--- src/rtl/wisc_pkg.sv ---
// Shared constants and fetch state encoding for the fetch stage.
package wisc_pkg;
    localparam logic [15:0] RESET_PC    = 16'h0000;
    localparam logic [15:0] NOP_INSTR   = 16'h0800;
    localparam logic [4:0]  HALT_OPCODE = 5'b00000;

    typedef enum logic [1:0] {
        ST_REQ    = 2'd0,
        ST_HOLD   = 2'd1,
        ST_DRAIN  = 2'd2,
        ST_HALTED = 2'd3
    } fetch_state_e;
endpackage

--- src/rtl/dff.sv ---
// Generic register with synchronous active-high reset and load enable.
module dff #(
    parameter int          W       = 16,
    parameter logic [W-1:0] RST_VAL = '0
) (
    input  logic         clk,
    input  logic         rst,
    input  logic         i_en,
    input  logic [W-1:0] i_d,
    output logic [W-1:0] o_q
);
    logic [W-1:0] r_q;

    always_ff @(posedge clk) begin
        if (rst)       r_q <= RST_VAL;
        else if (i_en) r_q <= i_d;
    end

    assign o_q = r_q;
endmodule

--- src/rtl/fetch_hold_buf.sv ---
// Holds a fetched instruction while decode stalls; clear wins over load.
module fetch_hold_buf
    import wisc_pkg::*;
#(
    parameter logic [15:0] NOP = NOP_INSTR
) (
    input  logic        clk,
    input  logic        rst,
    input  logic        i_load,
    input  logic        i_clear,
    input  logic [15:0] i_data,
    output logic [15:0] o_data
);
    logic [15:0] w_d;

    assign w_d = i_clear ? NOP : i_data;

    dff #(.W(16), .RST_VAL(NOP)) u_hold_q (
        .clk  (clk),
        .rst  (rst),
        .i_en (i_load | i_clear),
        .i_d  (w_d),
        .o_q  (o_data)
    );
endmodule

--- src/rtl/fetch_unit.sv ---
// Instruction fetch: owns the PC, drives the imem request/done handshake,
// buffers a word across decode stalls, and honours redirects and HALT.
module fetch_unit
    import wisc_pkg::*;
#(
    parameter logic [15:0] RESET_PC_P    = RESET_PC,
    parameter logic [15:0] NOP_INSTR_P   = NOP_INSTR,
    parameter logic [4:0]  HALT_OPCODE_P = HALT_OPCODE
) (
    input  logic        clk,
    input  logic        rst,
    output logic        imem_rd,
    output logic [15:0] imem_addr,
    input  logic [15:0] imem_rdata,
    input  logic        imem_done,
    input  logic        stall_in,
    input  logic        redirect_en,
    input  logic [15:0] redirect_pc,
    output logic        if_valid,
    output logic [15:0] instruction_out,
    output logic [15:0] PC_NO_PLUS_TWO_OUT,
    output logic [15:0] PC_next_out,
    output logic        halt_out,
    output logic [1:0]  dbg_state
);
    fetch_state_e r_state;
    fetch_state_e w_state_d;
    logic [15:0]  w_pc;
    logic [15:0]  w_pc_d;
    logic [15:0]  w_pc_plus2;
    logic [15:0]  w_hold;
    logic         w_hold_load;
    logic         w_hold_clr;
    logic         w_rd_is_halt;
    logic         w_hold_is_halt;

    dff #(.W(16), .RST_VAL(RESET_PC_P)) u_pc_q (
        .clk  (clk),
        .rst  (rst),
        .i_en (1'b1),
        .i_d  (w_pc_d),
        .o_q  (w_pc)
    );

    fetch_hold_buf #(.NOP(NOP_INSTR_P)) u_hold (
        .clk     (clk),
        .rst     (rst),
        .i_load  (w_hold_load),
        .i_clear (w_hold_clr),
        .i_data  (imem_rdata),
        .o_data  (w_hold)
    );

    assign w_pc_plus2     = w_pc + 16'd2;
    assign w_rd_is_halt   = (imem_rdata[15:11] == HALT_OPCODE_P);
    assign w_hold_is_halt = (w_hold[15:11] == HALT_OPCODE_P);

    always_ff @(posedge clk) begin
        if (rst) r_state <= ST_REQ;
        else     r_state <= w_state_d;
    end

    // Outputs are combinational so a same-cycle imem_done can be passed straight through.
    always_comb begin
        imem_rd         = 1'b0;
        if_valid        = 1'b0;
        instruction_out = NOP_INSTR_P;
        halt_out        = 1'b0;
        w_state_d       = r_state;
        w_pc_d          = w_pc;
        w_hold_load     = 1'b0;
        w_hold_clr      = 1'b0;
        if (!rst) begin
            case (r_state)
                ST_REQ: begin
                    imem_rd = 1'b1;
                    if (imem_done) begin
                        if_valid        = 1'b1;
                        instruction_out = imem_rdata;
                        if (stall_in) begin
                            w_hold_load = 1'b1;
                            w_state_d   = ST_HOLD;
                        end else if (w_rd_is_halt) begin
                            w_state_d = ST_HALTED;
                        end else begin
                            w_pc_d = w_pc_plus2;
                        end
                    end
                end
                ST_HOLD: begin
                    if_valid        = 1'b1;
                    instruction_out = w_hold;
                    if (!stall_in) begin
                        if (w_hold_is_halt) begin
                            w_state_d = ST_HALTED;
                        end else begin
                            w_pc_d    = w_pc_plus2;
                            w_state_d = ST_REQ;
                        end
                    end
                end
                ST_DRAIN: begin
                    if (imem_done) w_state_d = ST_REQ;
                end
                default: begin
                    halt_out = 1'b1;
                end
            endcase
            // A redirect overrides everything; an in-flight request must be drained first.
            if (redirect_en) begin
                if_valid        = 1'b0;
                instruction_out = NOP_INSTR_P;
                w_pc_d          = redirect_pc & 16'hFFFE;
                w_hold_load     = 1'b0;
                w_hold_clr      = 1'b1;
                if ((r_state == ST_REQ || r_state == ST_DRAIN) && !imem_done)
                    w_state_d = ST_DRAIN;
                else
                    w_state_d = ST_REQ;
            end
        end
    end

    assign imem_addr          = w_pc;
    assign PC_NO_PLUS_TWO_OUT = w_pc;
    assign PC_next_out        = w_pc_plus2;
    assign dbg_state          = r_state;
endmodule

--- config.mk ---
export PLATFORM = sky130hd
export DESIGN_NAME = fetch_unit
export DESIGN_NICKNAME = d
export VERILOG_FILES = /design/src/rtl/wisc_pkg.sv /design/src/rtl/dff.sv /design/src/rtl/fetch_hold_buf.sv /design/src/rtl/fetch_unit.sv
export SDC_FILE = /design/constraint.sdc
export NUM_CORES = 1
export LEC_CHECK = 0
export ABC_AREA = 1
export ABC_CLOCK_PERIOD_IN_PS = 2650
export BUFFER_PORTS_ARGS = -buffer_cell sky130_fd_sc_hd__buf_2
export CAP_MARGIN = 40
export CORE_MARGIN = 5
export CORE_UTILIZATION = 53
export CTS_CLUSTER_SIZE = 14
export DETAILED_ROUTE_END_ITERATION = 6
export PLACE_DENSITY = 0.95
export RECOVER_POWER = 100
export SYNTH_ARGS = -nofsm -noshare
export SYNTH_HDL_FRONTEND = slang
export SYNTH_SLANG_ARGS = --single-unit
--- constraint.sdc ---
create_clock -name clk -period 2.65 [get_ports clk]
set_clock_uncertainty 0.1 [all_clocks]
set_input_delay 0.1325 -clock clk [delete_from_list [all_inputs] [get_ports clk]]
set_output_delay 0.1325 -clock clk [all_outputs]
set_load 0.01 [all_outputs]
==> results.yml <==
grt:
  grt_antenna_before_repair: 0
  grt_start_max_net_pins: 22
  gr-usage-all-layers_pct: 22.46
  globalRoute.busiestLayer: "met2"
  grt_pass1_wl_microns: 11530
  use_met2_pct: 39.23
  vias_in_the_first_global_route: 2660
  grt.overflow.total: 0
  globalRouteMet1Util_pct: 26.43
  met3_usage_pct: 4.515
pwr:
  power.density_mw_per_mm2: 880.0
  netSwitchingFraction_pct: 50.98
  p_seq_share_pct: 29.8
  comb_power_share_pct: 55.9
  power.switching_mw: 1.310
  ir_worst_vdd_v: 0.0005166
  power.internal_mw: 1.259
  power.clock.fraction_pct: 14.3
  total_leakage_power_nw: 1.498
yosys:
  synth_top_cell_by_area: "sky130_fd_sc_hd__dfxtp_1"
  synthXorXnorAreaFrac_pct: 1.706
  netlist_area_before_placement_sq_mm: 0.002567
  synth_compound_gate_area_share_pct: 12.04
  yosysSeqAreaShare_pct: 25.73
  synth_mux_area_share_pct: 0.3899
  synthSimpleGateAreaFrac_pct: 39.04
  yosys.area_share.adder_pct: 2.437
  synth_cells: 422
  combinational_family_with_the_most_area_after_synthesis: "simple AND/OR/NAND/NOR gates"
  synth_seq_cells: 33
  synthesis.area_per_instance_sq_um: 6.084
  netlist_top_cells_area: "sky130_fd_sc_hd__dfxtp_1 26%, sky130_fd_sc_hd__nand2_1 17%, sky130_fd_sc_hd__nor2_1 9.6%"
  synth-warning-count: 0
  post_synth_num_cell_types: 31
  synth.top_cell.area_share_pct: 25.73
floorplanning:
  floorplan.die.width_microns: 79.60
  dieArea_sq_mm: 0.006336
  rows: 25
  core-area_sq_mm: 0.004723
  pin_count: 106
  start_util_pct: 54.36
  die_y_microns: 79.60
clock_tree:
  post_cts_resize_count: 0
  ctsHtreeMaxLevel: 2
  cts-hold-fix-buffers: 3
  tritoncts: "built"
  cts.clk_slew.worst_paths_ns: 0.07
  cts_root_buffer: "sky130_fd_sc_hd__clkbuf_8"
  clock-sinks: 33
  cts_setup_buffers: 0
  clock_insertion_delay_worst_skew_ns: 0.28
  maximum_count_of_clock_buffers_along_a_single_path: 2
  tritoncts.num_buffers: 5
timing:
  final_layout_setup_total_negative_slack_ns: 0
  final_max_slew_viol_count: 0
  hold_viol: 0
  grt_setup_unrepaired: "false"
  tightestPinTransition_ns: 0.5428
  post-route-min-period_ns: 2.402
  final_worst_path_period_share_pct: 90.65
  finalSetupViolations: 0
  fmax_ghz: 0.4163
  finalWorstSetupSlack_ns: 0.2478
  max_slew_margin_pct: 63.81
routing:
  wire_length_reported_by_the_detailed_router_microns: 7061
  post_drt_wl_per_cell_microns: 12.34
  via_count: 2876
  iteration_0_drc_count_of_the_detailed_router: 251
  route.antenna.remaining_nets: 0
  drt-pass1-iter-count: 5
  via_per_inst: 5.028
  drc: 0
worst_hold_path:
  worst_hold_path_type: "in -> reg"
cells_and_area:
  net_count_of_the_finished_layout: 546
  area.growth.synth_to_final_pct: 13.69
  number_of_antenna_diodes: 0
  layout_common_cells: "121 x sky130_fd_sc_hd__nand2_1, 67 x sky130_fd_sc_hd__clkbuf_1, 66 x sky130_fd_sc_hd__nor2_1"
  final_layout_size_suffix_gt1_share_pct: 11.68
  layout.cells.most_common: "sky130_fd_sc_hd__nand2_1"
worst_setup_path:
  crit_path_end_kind: "output port"
  critPathLaunchType: "flop"
  critical_path_peak_fanout: 16
  cp_data_required_time_ns: 2.42
  critical_path_data_arrival_time_ns: 2.17
  crit_type: "reg -> out"
placement:
  port_buffers: 101
  place.detailed.hpwl_microns: 5218
  place_worst_setup_slack_ns: 0.5617
  gp_congestion: 0.8945
flow_run:
  drv_cap: 0
status:
  run_status: "completed"
-- kinds of logic (layout without fill, tap and decap cells) --
group / count (synthesis) / after routing
AO/OA/AOI/OAI: 50 / 50
XOR/XNOR: 5 / 5
adder cells (fa/ha/maj): 5 / 5
buffers and inverters: 94 / 175
flip-flops: 33 / 33
multiplexers: 1 / 1
other: 1 / 3
AND/OR/NAND/NOR: 233 / 233
-- metrics by stage --
| step | utilization [%] | instances | hold slack [ns] | cell area, sq um | total power [mW] |
|---|---|---|---|---|---|
| finish | 61.80 | 572 | 0.008548 | 2919 | 2.569 |
| global route | 61.80 | 572 | 0.007524 | 2919 | 2.818 |
| CTS | 64.53 | 572 | 0.0004669 | 3048 | 2.661 |
| detailed placement | 62.20 | 561 | 0.2868 | 2938 | 2.289 |
| global placement | 62.20 | 561 | 0.2779 | 2938 | 2.250 |
| floorplan | - | 424 | 0.1548 | 2575 | 1.916 |
-- power by group through the flow --
stage	sequential (mW)	clock, mW	combinational, mW
2_1_floorplan	0.792	0	1.12
3_3_place_gp	0.762	0	1.49
6_report	0.766	0.367	1.44
5_1_grt	0.788	0.401	1.63
4_1_cts	0.758	0.370	1.53
3_5_place_dp	0.768	0	1.52
-- flip-flops by register name, indices dropped and copies added (netlist names) --
signal and flops:
u_hold.u_hold_q.o_q 16, dbg_state 2, u_pc_q.o_q 15
-- path summary, 6_finish.rpt --
path | slack, ns | from | cells past startpoint | endpoint
setup / recovery | 0.25 | dbg_state[1] | 8 | instruction_out[11]
hold / removal | 0.009 | imem_rdata[3] | 3 | u_hold.u_hold_q.o_q[3]
setup reg to reg | 0.35 | dbg_state[1] | 8 | u_hold.u_hold_q.o_q[15]
hold reg to reg | 0.36 | u_hold.u_hold_q.o_q[8] | 2 | u_hold.u_hold_q.o_q[8]
-- final cells by class --
cell class	count	area, sq um
tap	67	83.83
clock buffer	8	80.08
timing repair buffer	106	470.5
multi-input combinational	297	1390
fill	489	1804
inverter	61	234.0
sequential	33	660.6
-- worst max-delay path, cell delays in order, from the launching register on --
cell and delay, ns:
sky130_fd_sc_hd__dfxtp_1 0.34, sky130_fd_sc_hd__inv_1 0.11, sky130_fd_sc_hd__ha_1 0.16, sky130_fd_sc_hd__buf_4 0.20, sky130_fd_sc_hd__inv_2 0.11, sky130_fd_sc_hd__nand2_1 0.10
sky130_fd_sc_hd__and2_1 0.48, sky130_fd_sc_hd__o211ai_1 0.20, sky130_fd_sc_hd__clkbuf_2 0.18
-- Yosys cell counts --
library cell and count:
sky130_fd_sc_hd__nor2_8 1, sky130_fd_sc_hd__o21ai_0 21, sky130_fd_sc_hd__conb_1 1, sky130_fd_sc_hd__buf_1 1, sky130_fd_sc_hd__a21oi_1 13, sky130_fd_sc_hd__nand4_1 5, sky130_fd_sc_hd__a22o_1 4, sky130_fd_sc_hd__nor3_1 1
sky130_fd_sc_hd__nor2_2 1, sky130_fd_sc_hd__dfxtp_1 33, sky130_fd_sc_hd__ha_1 5, sky130_fd_sc_hd__xor2_1 5, sky130_fd_sc_hd__clkinv_4 1, sky130_fd_sc_hd__inv_2 5, sky130_fd_sc_hd__nand3_2 2, sky130_fd_sc_hd__nand2_2 7
sky130_fd_sc_hd__mux2i_1 1, sky130_fd_sc_hd__o21ai_2 5, sky130_fd_sc_hd__a21oi_2 5, sky130_fd_sc_hd__o2111ai_1 1, sky130_fd_sc_hd__buf_6 5, sky130_fd_sc_hd__inv_1 55, sky130_fd_sc_hd__nor2_1 66, sky130_fd_sc_hd__buf_2 4
sky130_fd_sc_hd__and2_1 5, sky130_fd_sc_hd__nand3_1 28, sky130_fd_sc_hd__o211ai_1 1, sky130_fd_sc_hd__nand4_4 1, sky130_fd_sc_hd__buf_4 20, sky130_fd_sc_hd__clkbuf_1 3, sky130_fd_sc_hd__nand2_1 116
-- per-layer routing --
metal,vias to the layer above,part of all wire [%]
li1,1443,-
met1,1298,41
met2,122,50
met3,13,7.8
met4,0,2.1
met5,-,0
(Power assumes the default switching activity.)
